File: config.mk
export PLATFORM = sky130hd
export DESIGN_NAME = ex_div_flat
export DESIGN_NICKNAME = d
export VERILOG_FILES = /design/src/rtl/ex_div_if.sv /design/src/rtl/ex_div.sv /design/src/flat_wrapper.sv
export SDC_FILE = /design/constraint.sdc
export NUM_CORES = 1
export LEC_CHECK = 0
export ABC_AREA = 1
export CAP_MARGIN = 20
export CELL_PAD_IN_SITES_DETAIL_PLACEMENT = 1
export CELL_PAD_IN_SITES_GLOBAL_PLACEMENT = 1
export CORE_ASPECT_RATIO = 1.2
export CORE_MARGIN = 2
export CORE_UTILIZATION = 40
export CTS_BUF_LIST = sky130_fd_sc_hd__clkbuf_16
export CTS_CLUSTER_SIZE = 28
export DETAILED_ROUTE_END_ITERATION = 6
export PLACE_DENSITY = 0.84
export SLEW_MARGIN = 20
export SYNTH_ARGS = -nofsm -noshare
export SYNTH_HDL_FRONTEND = slang
export SYNTH_SLANG_ARGS = --single-unit
File: constraint.sdc
create_clock -name clk -period 2.9 [get_ports clk]
set_clock_uncertainty 0.2 [all_clocks]
set_input_delay 0.58 -clock clk [delete_from_list [all_inputs] [get_ports clk]]
set_output_delay 0.58 -clock clk [all_outputs]
set_load 0.02 [all_outputs]
File: src/rtl/ex_div_if.sv
// Handshake and data bundle between the EX stage (master) and the divider (slave).
// DIV_BYZERO_FLAG_EN adds the registered div_by_zero flag to the bundle.
interface ex_div_if #(
    parameter int WIDTH = 32
);
    logic               signed_div;
    logic [WIDTH-1:0]   opdata1;
    logic [WIDTH-1:0]   opdata2;
    logic               start;
    logic               annul;
    logic [2*WIDTH-1:0] result;
    logic               ready;
    logic               stall_req;
`ifdef DIV_BYZERO_FLAG_EN
    logic               div_by_zero;

    modport master (
        output signed_div, opdata1, opdata2, start, annul,
        input  result, ready, stall_req, div_by_zero
    );

    modport slave (
        input  signed_div, opdata1, opdata2, start, annul,
        output result, ready, stall_req, div_by_zero
    );
`else
    modport master (
        output signed_div, opdata1, opdata2, start, annul,
        input  result, ready, stall_req
    );

    modport slave (
        input  signed_div, opdata1, opdata2, start, annul,
        output result, ready, stall_req
    );
`endif
endinterface

File: src/rtl/ex_div.sv
// Multi-cycle restoring divider for DIV/DIVU; result = {remainder, quotient}.
// Define DIV_BYZERO_FLAG_EN to add the registered div_by_zero output.
module ex_div #(
    parameter int WIDTH = 32
) (
    input  logic     clk,
    input  logic     rst,
    ex_div_if.slave  bus
);
    localparam int CW = $clog2(WIDTH + 1);

    typedef enum logic [1:0] {S_IDLE, S_BY_ZERO, S_ON, S_END} state_t;

    state_t             state_q, state_d;
    logic [CW-1:0]      cnt_q, cnt_d;
    logic [WIDTH-1:0]   rem_q, rem_d;
    logic [WIDTH-1:0]   dvd_q, dvd_d;
    logic [WIDTH-1:0]   dsr_q, dsr_d;
    logic               neg_quot_q, neg_quot_d;
    logic               neg_rem_q, neg_rem_d;
    logic [2*WIDTH-1:0] result_q, result_d;
    logic               ready_q, ready_d;
`ifdef DIV_BYZERO_FLAG_EN
    logic               flag_q, flag_d;
`endif

    logic [WIDTH-1:0]   abs1, abs2, quot_fix, rem_fix;
    logic [WIDTH:0]     shifted, trial;

    // dvd_q shifts dividend bits out at the top and quotient bits in at the bottom.
    always_comb begin
        abs1     = (bus.signed_div && bus.opdata1[WIDTH-1]) ? -bus.opdata1 : bus.opdata1;
        abs2     = (bus.signed_div && bus.opdata2[WIDTH-1]) ? -bus.opdata2 : bus.opdata2;
        shifted  = {rem_q, dvd_q[WIDTH-1]};
        trial    = shifted - {1'b0, dsr_q};
        quot_fix = neg_quot_q ? -dvd_q : dvd_q;
        rem_fix  = neg_rem_q ? -rem_q : rem_q;
    end

    always_comb begin
        state_d    = state_q;
        cnt_d      = cnt_q;
        rem_d      = rem_q;
        dvd_d      = dvd_q;
        dsr_d      = dsr_q;
        neg_quot_d = neg_quot_q;
        neg_rem_d  = neg_rem_q;
        result_d   = result_q;
        ready_d    = ready_q;
`ifdef DIV_BYZERO_FLAG_EN
        flag_d     = flag_q;
`endif
        case (state_q)
            S_IDLE: begin
                ready_d  = 1'b0;
                result_d = '0;
`ifdef DIV_BYZERO_FLAG_EN
                flag_d   = 1'b0;
`endif
                if (bus.start && !bus.annul) begin
                    if (bus.opdata2 == '0) begin
                        state_d = S_BY_ZERO;
                    end else begin
                        state_d    = S_ON;
                        cnt_d      = '0;
                        rem_d      = '0;
                        dvd_d      = abs1;
                        dsr_d      = abs2;
                        neg_quot_d = bus.signed_div && (bus.opdata1[WIDTH-1] ^ bus.opdata2[WIDTH-1]);
                        neg_rem_d  = bus.signed_div && bus.opdata1[WIDTH-1];
                    end
                end
            end
            S_BY_ZERO: begin
                result_d = '0;
                ready_d  = 1'b0;
                if (bus.annul) begin
                    state_d = S_IDLE;
                end else begin
                    state_d = S_END;
`ifdef DIV_BYZERO_FLAG_EN
                    flag_d  = 1'b1;
`endif
                end
            end
            S_ON: begin
                if (bus.annul) begin
                    state_d  = S_IDLE;
                    ready_d  = 1'b0;
                    result_d = '0;
                end else if (cnt_q == CW'(WIDTH)) begin
                    state_d  = S_END;
                    result_d = {rem_fix, quot_fix};
                    ready_d  = 1'b1;
                end else begin
                    // A negative trial means the divisor did not fit: keep the shifted value.
                    rem_d = trial[WIDTH] ? shifted[WIDTH-1:0] : trial[WIDTH-1:0];
                    dvd_d = {dvd_q[WIDTH-2:0], ~trial[WIDTH]};
                    cnt_d = cnt_q + CW'(1);
                end
            end
            S_END: begin
                if (bus.annul || !bus.start) begin
                    state_d  = S_IDLE;
                    ready_d  = 1'b0;
                    result_d = '0;
`ifdef DIV_BYZERO_FLAG_EN
                    flag_d   = 1'b0;
`endif
                end else begin
                    ready_d = 1'b1;
                end
            end
            default: state_d = S_IDLE;
        endcase
    end

    always_ff @(posedge clk) begin
        if (rst) begin
            state_q    <= S_IDLE;
            cnt_q      <= '0;
            rem_q      <= '0;
            dvd_q      <= '0;
            dsr_q      <= '0;
            neg_quot_q <= 1'b0;
            neg_rem_q  <= 1'b0;
            result_q   <= '0;
            ready_q    <= 1'b0;
`ifdef DIV_BYZERO_FLAG_EN
            flag_q     <= 1'b0;
`endif
        end else begin
            state_q    <= state_d;
            cnt_q      <= cnt_d;
            rem_q      <= rem_d;
            dvd_q      <= dvd_d;
            dsr_q      <= dsr_d;
            neg_quot_q <= neg_quot_d;
            neg_rem_q  <= neg_rem_d;
            result_q   <= result_d;
            ready_q    <= ready_d;
`ifdef DIV_BYZERO_FLAG_EN
            flag_q     <= flag_d;
`endif
        end
    end

    assign bus.result    = result_q;
    assign bus.ready     = ready_q;
    assign bus.stall_req = bus.start & ~ready_q & ~bus.annul;
`ifdef DIV_BYZERO_FLAG_EN
    assign bus.div_by_zero = flag_q;
`endif

endmodule
File: src/flat_wrapper.sv
// flat-port wrapper written by rule: the top's interface ports become plain ports
module ex_div_flat 
#(
    parameter int WIDTH = 32
)
  (clk, rst, bus_signed_div, bus_opdata1, bus_opdata2, bus_start, bus_annul, bus_result, bus_ready, bus_stall_req);
  ex_div_if #(.WIDTH(WIDTH)) bus_i ();
  input  logic clk;
  input  logic rst;
  input wire logic [$bits(bus_i.signed_div)-1:0] bus_signed_div;
  input wire logic [$bits(bus_i.opdata1)-1:0] bus_opdata1;
  input wire logic [$bits(bus_i.opdata2)-1:0] bus_opdata2;
  input wire logic [$bits(bus_i.start)-1:0] bus_start;
  input wire logic [$bits(bus_i.annul)-1:0] bus_annul;
  output wire logic [$bits(bus_i.result)-1:0] bus_result;
  output wire logic [$bits(bus_i.ready)-1:0] bus_ready;
  output wire logic [$bits(bus_i.stall_req)-1:0] bus_stall_req;
  assign bus_i.signed_div = bus_signed_div;
  assign bus_i.opdata1 = bus_opdata1;
  assign bus_i.opdata2 = bus_opdata2;
  assign bus_i.start = bus_start;
  assign bus_i.annul = bus_annul;
  assign bus_result = bus_i.result;
  assign bus_ready = bus_i.ready;
  assign bus_stall_req = bus_i.stall_req;
  ex_div #(.WIDTH(WIDTH)) u_core (.clk(clk), .rst(rst), .bus(bus_i));
endmodule
==> results.toml, run 1 <==
[outcome]
run_status = "finished, final reports clean"

[detailed_routing]
viasPerCell = 5.39
route.detailed.wl_per_inst_um = 18.0
wl_um = 48700
drc = 0
drtIter0Drc = 797
firstDrtPassIters = 5
ant_nets = 0
vias = 14623

[logic_synthesis]
yosysWarnings = 0
synth-edff-count = 0
synth_area_per_cell_sq_um = 5.87
yosys.cell_types.count = 44
netlist_area_sq_um = 12700
synth_cells = 2164
ys_seq_area_share_pct = 26.9
syn_nets = 2275
ys.flop_type = "dfxtp_1"
synthArstFlopShare_pct = 0
ys_seq_elements = 171

[power_and_ir_drop]
total_leakage_power_nw = 7.08
powerDensity_nw_per_um2 = 751
vdd_ir_drop_max_v = 0.000462

[worst_setup_path]
r2r-end = "u_core.rem_q[29]"
cp-end-kind = "flop"
cp_max_fo = 12
worst-r2r-cell-count = 18
critical_path_arrival_ns = 2.84
r2r-start = "u_core.dvd_q[31]"
cp_data_required_time_ns = 3.00
critPathLaunch = "u_core.dvd_q[31]"
critPathCapture = "u_core.rem_q[29]"
r2r_slack_ns = 0.15
critPathKind = "flop to flop"
critPathLaunchType = "flop"

[finish]
stdcell_count = 2713
area_growth_pct = 21.4
nets = 2410
fin_util_pct = 49.2
drive_gt1_share_pct = 5.49
diodes = 0

[grt]
grt_pass1_wl_um = 76900
antenna_found_initial = 0
globalRouteTotalUtil_pct = 29.0
use_met3_pct = 3.29
use_met2_pct = 55.1
grt_max_degree = 133
grt-ovfl-total = 0
grt-busiest-layer = "met2"
met1_usage_pct = 31.0
grt_pass1_vias = 15130

[timing]
finalSetupViolCount = 0
slew_violations = 0
fin_crit_ns = 2.75
tightest_slew_ns = 0.670
setup_slack_ns = 0.153
max_freq_ghz = 0.364
hold_viol = 0
worst_slew_margin_rel_pct = 55.2
setup_tns_ns = 0
rsz0062_at_grt = "false"
finalCritPeriodShare_pct = 94.7

[floorplan]
num_rows = 71
core_sq_um = 31400
chipHeight_um = 199
ios = 135
die_x_um = 167
dieArea_sq_um = 33200
initial_core_util_pct = 40.5

[place]
post-dp-hpwl_um = 38400
io_buffers = 134
gp_congestion = 0.930
dp.cells = 2681
post-place-ws_ns = -0.0215

[cts]
cts_buffers = 17
post_cts_buffers = 0
clockBufferDepth = 2
cts_tree = "done"
cts_root_buffer = "clkbuf_16"
htreeDepth = 4
ctsResizeCount = 0
hold_buffers = 0
clock_latency_ns = 0.44
cts.clk_slew.worst_paths_ns = 0.07
clock-sinks = 171

[min_path]
hold-path-cell-count = 2
hold_class = "flop to flop"

[job]
cap_viol_max_count = 0
## cell usage after synthesis (4+ instances only)
cell,count,area [sq um]
nor3_1,21,105
o21ai_2,4,35.0
nand2_1,703,2640
nand4_1,29,181
inv_1,291,1090
nor2_1,190,713
a21oi_1,182,911
xor2_1,43,377
buf_4,5,37.5
o21ai_1,4,20.0
nand2_2,4,25.0
clkbuf_1,38,143
xnor2_1,20,175
o21bai_1,4,30.0
nand3_1,200,1000
o21ai_0,84,420
buf_6,4,45.0
buf_2,30,150
ha_1,41,513
a31oi_1,30,188
or2_2,12,75.1
nand3b_1,17,128
dfxtp_1,171,3420
## power breakdown
group | internal [mW] | switching, mW | leakage (nW)
registers | 2.68 | 0.476 | 1.39
clock network | 1.43 | 1.00 | 0.300
logic | 2.00 | 4.00 | 5.39
total | 6.10 | 5.48 | 7.08
## placed cells by master (no fill, tap or decap), drive strengths merged, types with 2 or more instances in the layout
| cell type | instances |
|---|---|
| a31oi | 30 |
| o21bai | 4 |
| xor2 | 43 |
| o21ai | 92 |
| nand3b | 17 |
| nor2 | 194 |
| nand2 | 707 |
| nand3 | 201 |
| bufinv | 4 |
| clkbuf | 17 |
| clkinv | 10 |
| nor3b | 2 |
| inv | 296 |
| o211ai | 3 |
| and2 | 3 |
| or2 | 12 |
| dfxtp | 171 |
| ha | 41 |
| nor3 | 22 |
| o21a | 3 |
| a21oi | 182 |
| a21o | 3 |
| nand4 | 29 |
| buf | 61 |
| xnor2 | 20 |
| clkdlybuf4s50 | 133 |
| o31ai | 3 |
## layer usage
metal	up-vias	part of all wire (%)	wire, um
li1	7171	-	-
met1	7016	40	19300
met2	313	52	25100
met3	123	3.2	1540
met4	0	5.8	2810
met5	-	0	0
## layout make-up
cell class                      instances  area [sq um]
Timing Repair Buffer                  194          1940
Fill cell                            4343         15900
Multi-Input combinational cell       1619          7840
Tap cell                              401           502
Clock inverter                         15           181
Sequential cell                       171          3430
Inverter                              296          1110
Clock buffer                           17           425
## critical path: stages (launching register included)
cell and delay, ns:
dfxtp_2 0.37, inv_1 0.10, ha_1 0.24, fa_2 0.36
inv_1 0.10, nand2_1 0.06, nand2_1 0.08, nand3_1 0.07
nand2_1 0.11, nand2_1 0.08, nand2_1 0.11, nand2_2 0.09
nand2_2 0.09, nand2_2 0.07, nand2_2 0.11, buf_12 0.14
nand2_1 0.06, nand3_1 0.08, a21oi_1 0.07
## through the flow
stage | area (sq um) | hold slack [ns] | total power [mW]
after floorplan | 12700 | 0.232 | 6.92
after global placement | 14800 | 0.252 | 8.87
after detailed placement | 14800 | 0.259 | 9.05
after CTS | 15400 | 0.268 | 11.5
after global routing | 15400 | 0.285 | 12.3
final | 15400 | 0.267 | 11.6
## cells by family after synthesis
family / Yosys count / synth area share, %
compound gates: 325 / 13.7
xor+xnor: 63 / 4.34
fa+ha+maj: 42 / 4.20
buf+inv: 374 / 11.7
flops: 171 / 26.9
simple gates: 1189 / 39.1
## how the worst min path moves through the flow
stage / start / endpoint / slack, ns
4_1_cts: u_core.bus.result[56] / u_core.bus.result[56] / 0.27
2_1_floorplan: u_core.dsr_q[5] / u_core.dsr_q[5] / 0.23
3_5_place_dp: u_core.bus.result[56] / u_core.bus.result[56] / 0.26
5_1_grt: u_core.bus.result[56] / u_core.bus.result[56] / 0.29
6_report: u_core.bus.result[56] / u_core.bus.result[56] / 0.27
3_3_place_gp: u_core.bus.result[33] / u_core.bus.result[33] / 0.25
## state kept, by name, summed over array words and instances (netlist names)
name and flops:
u_core.bus.result 64, u_core.dsr_q 32, u_core.dvd_q 32, u_core.rem_q 32, u_core.cnt_q 6, u_core.state_q 2, u_core.bus.ready 1, u_core.neg_quot_q 1
u_core.neg_rem_q 1
(Power assumes the default switching activity.)
==> inputs of run 2 (changes only) <==
CAP_MARGIN = default   (was 20)
CTS_CLUSTER_DIAMETER = 100   (was default)
==> results of run 2 <==
Final layout, timing and power as in run 1 (identical DEF).
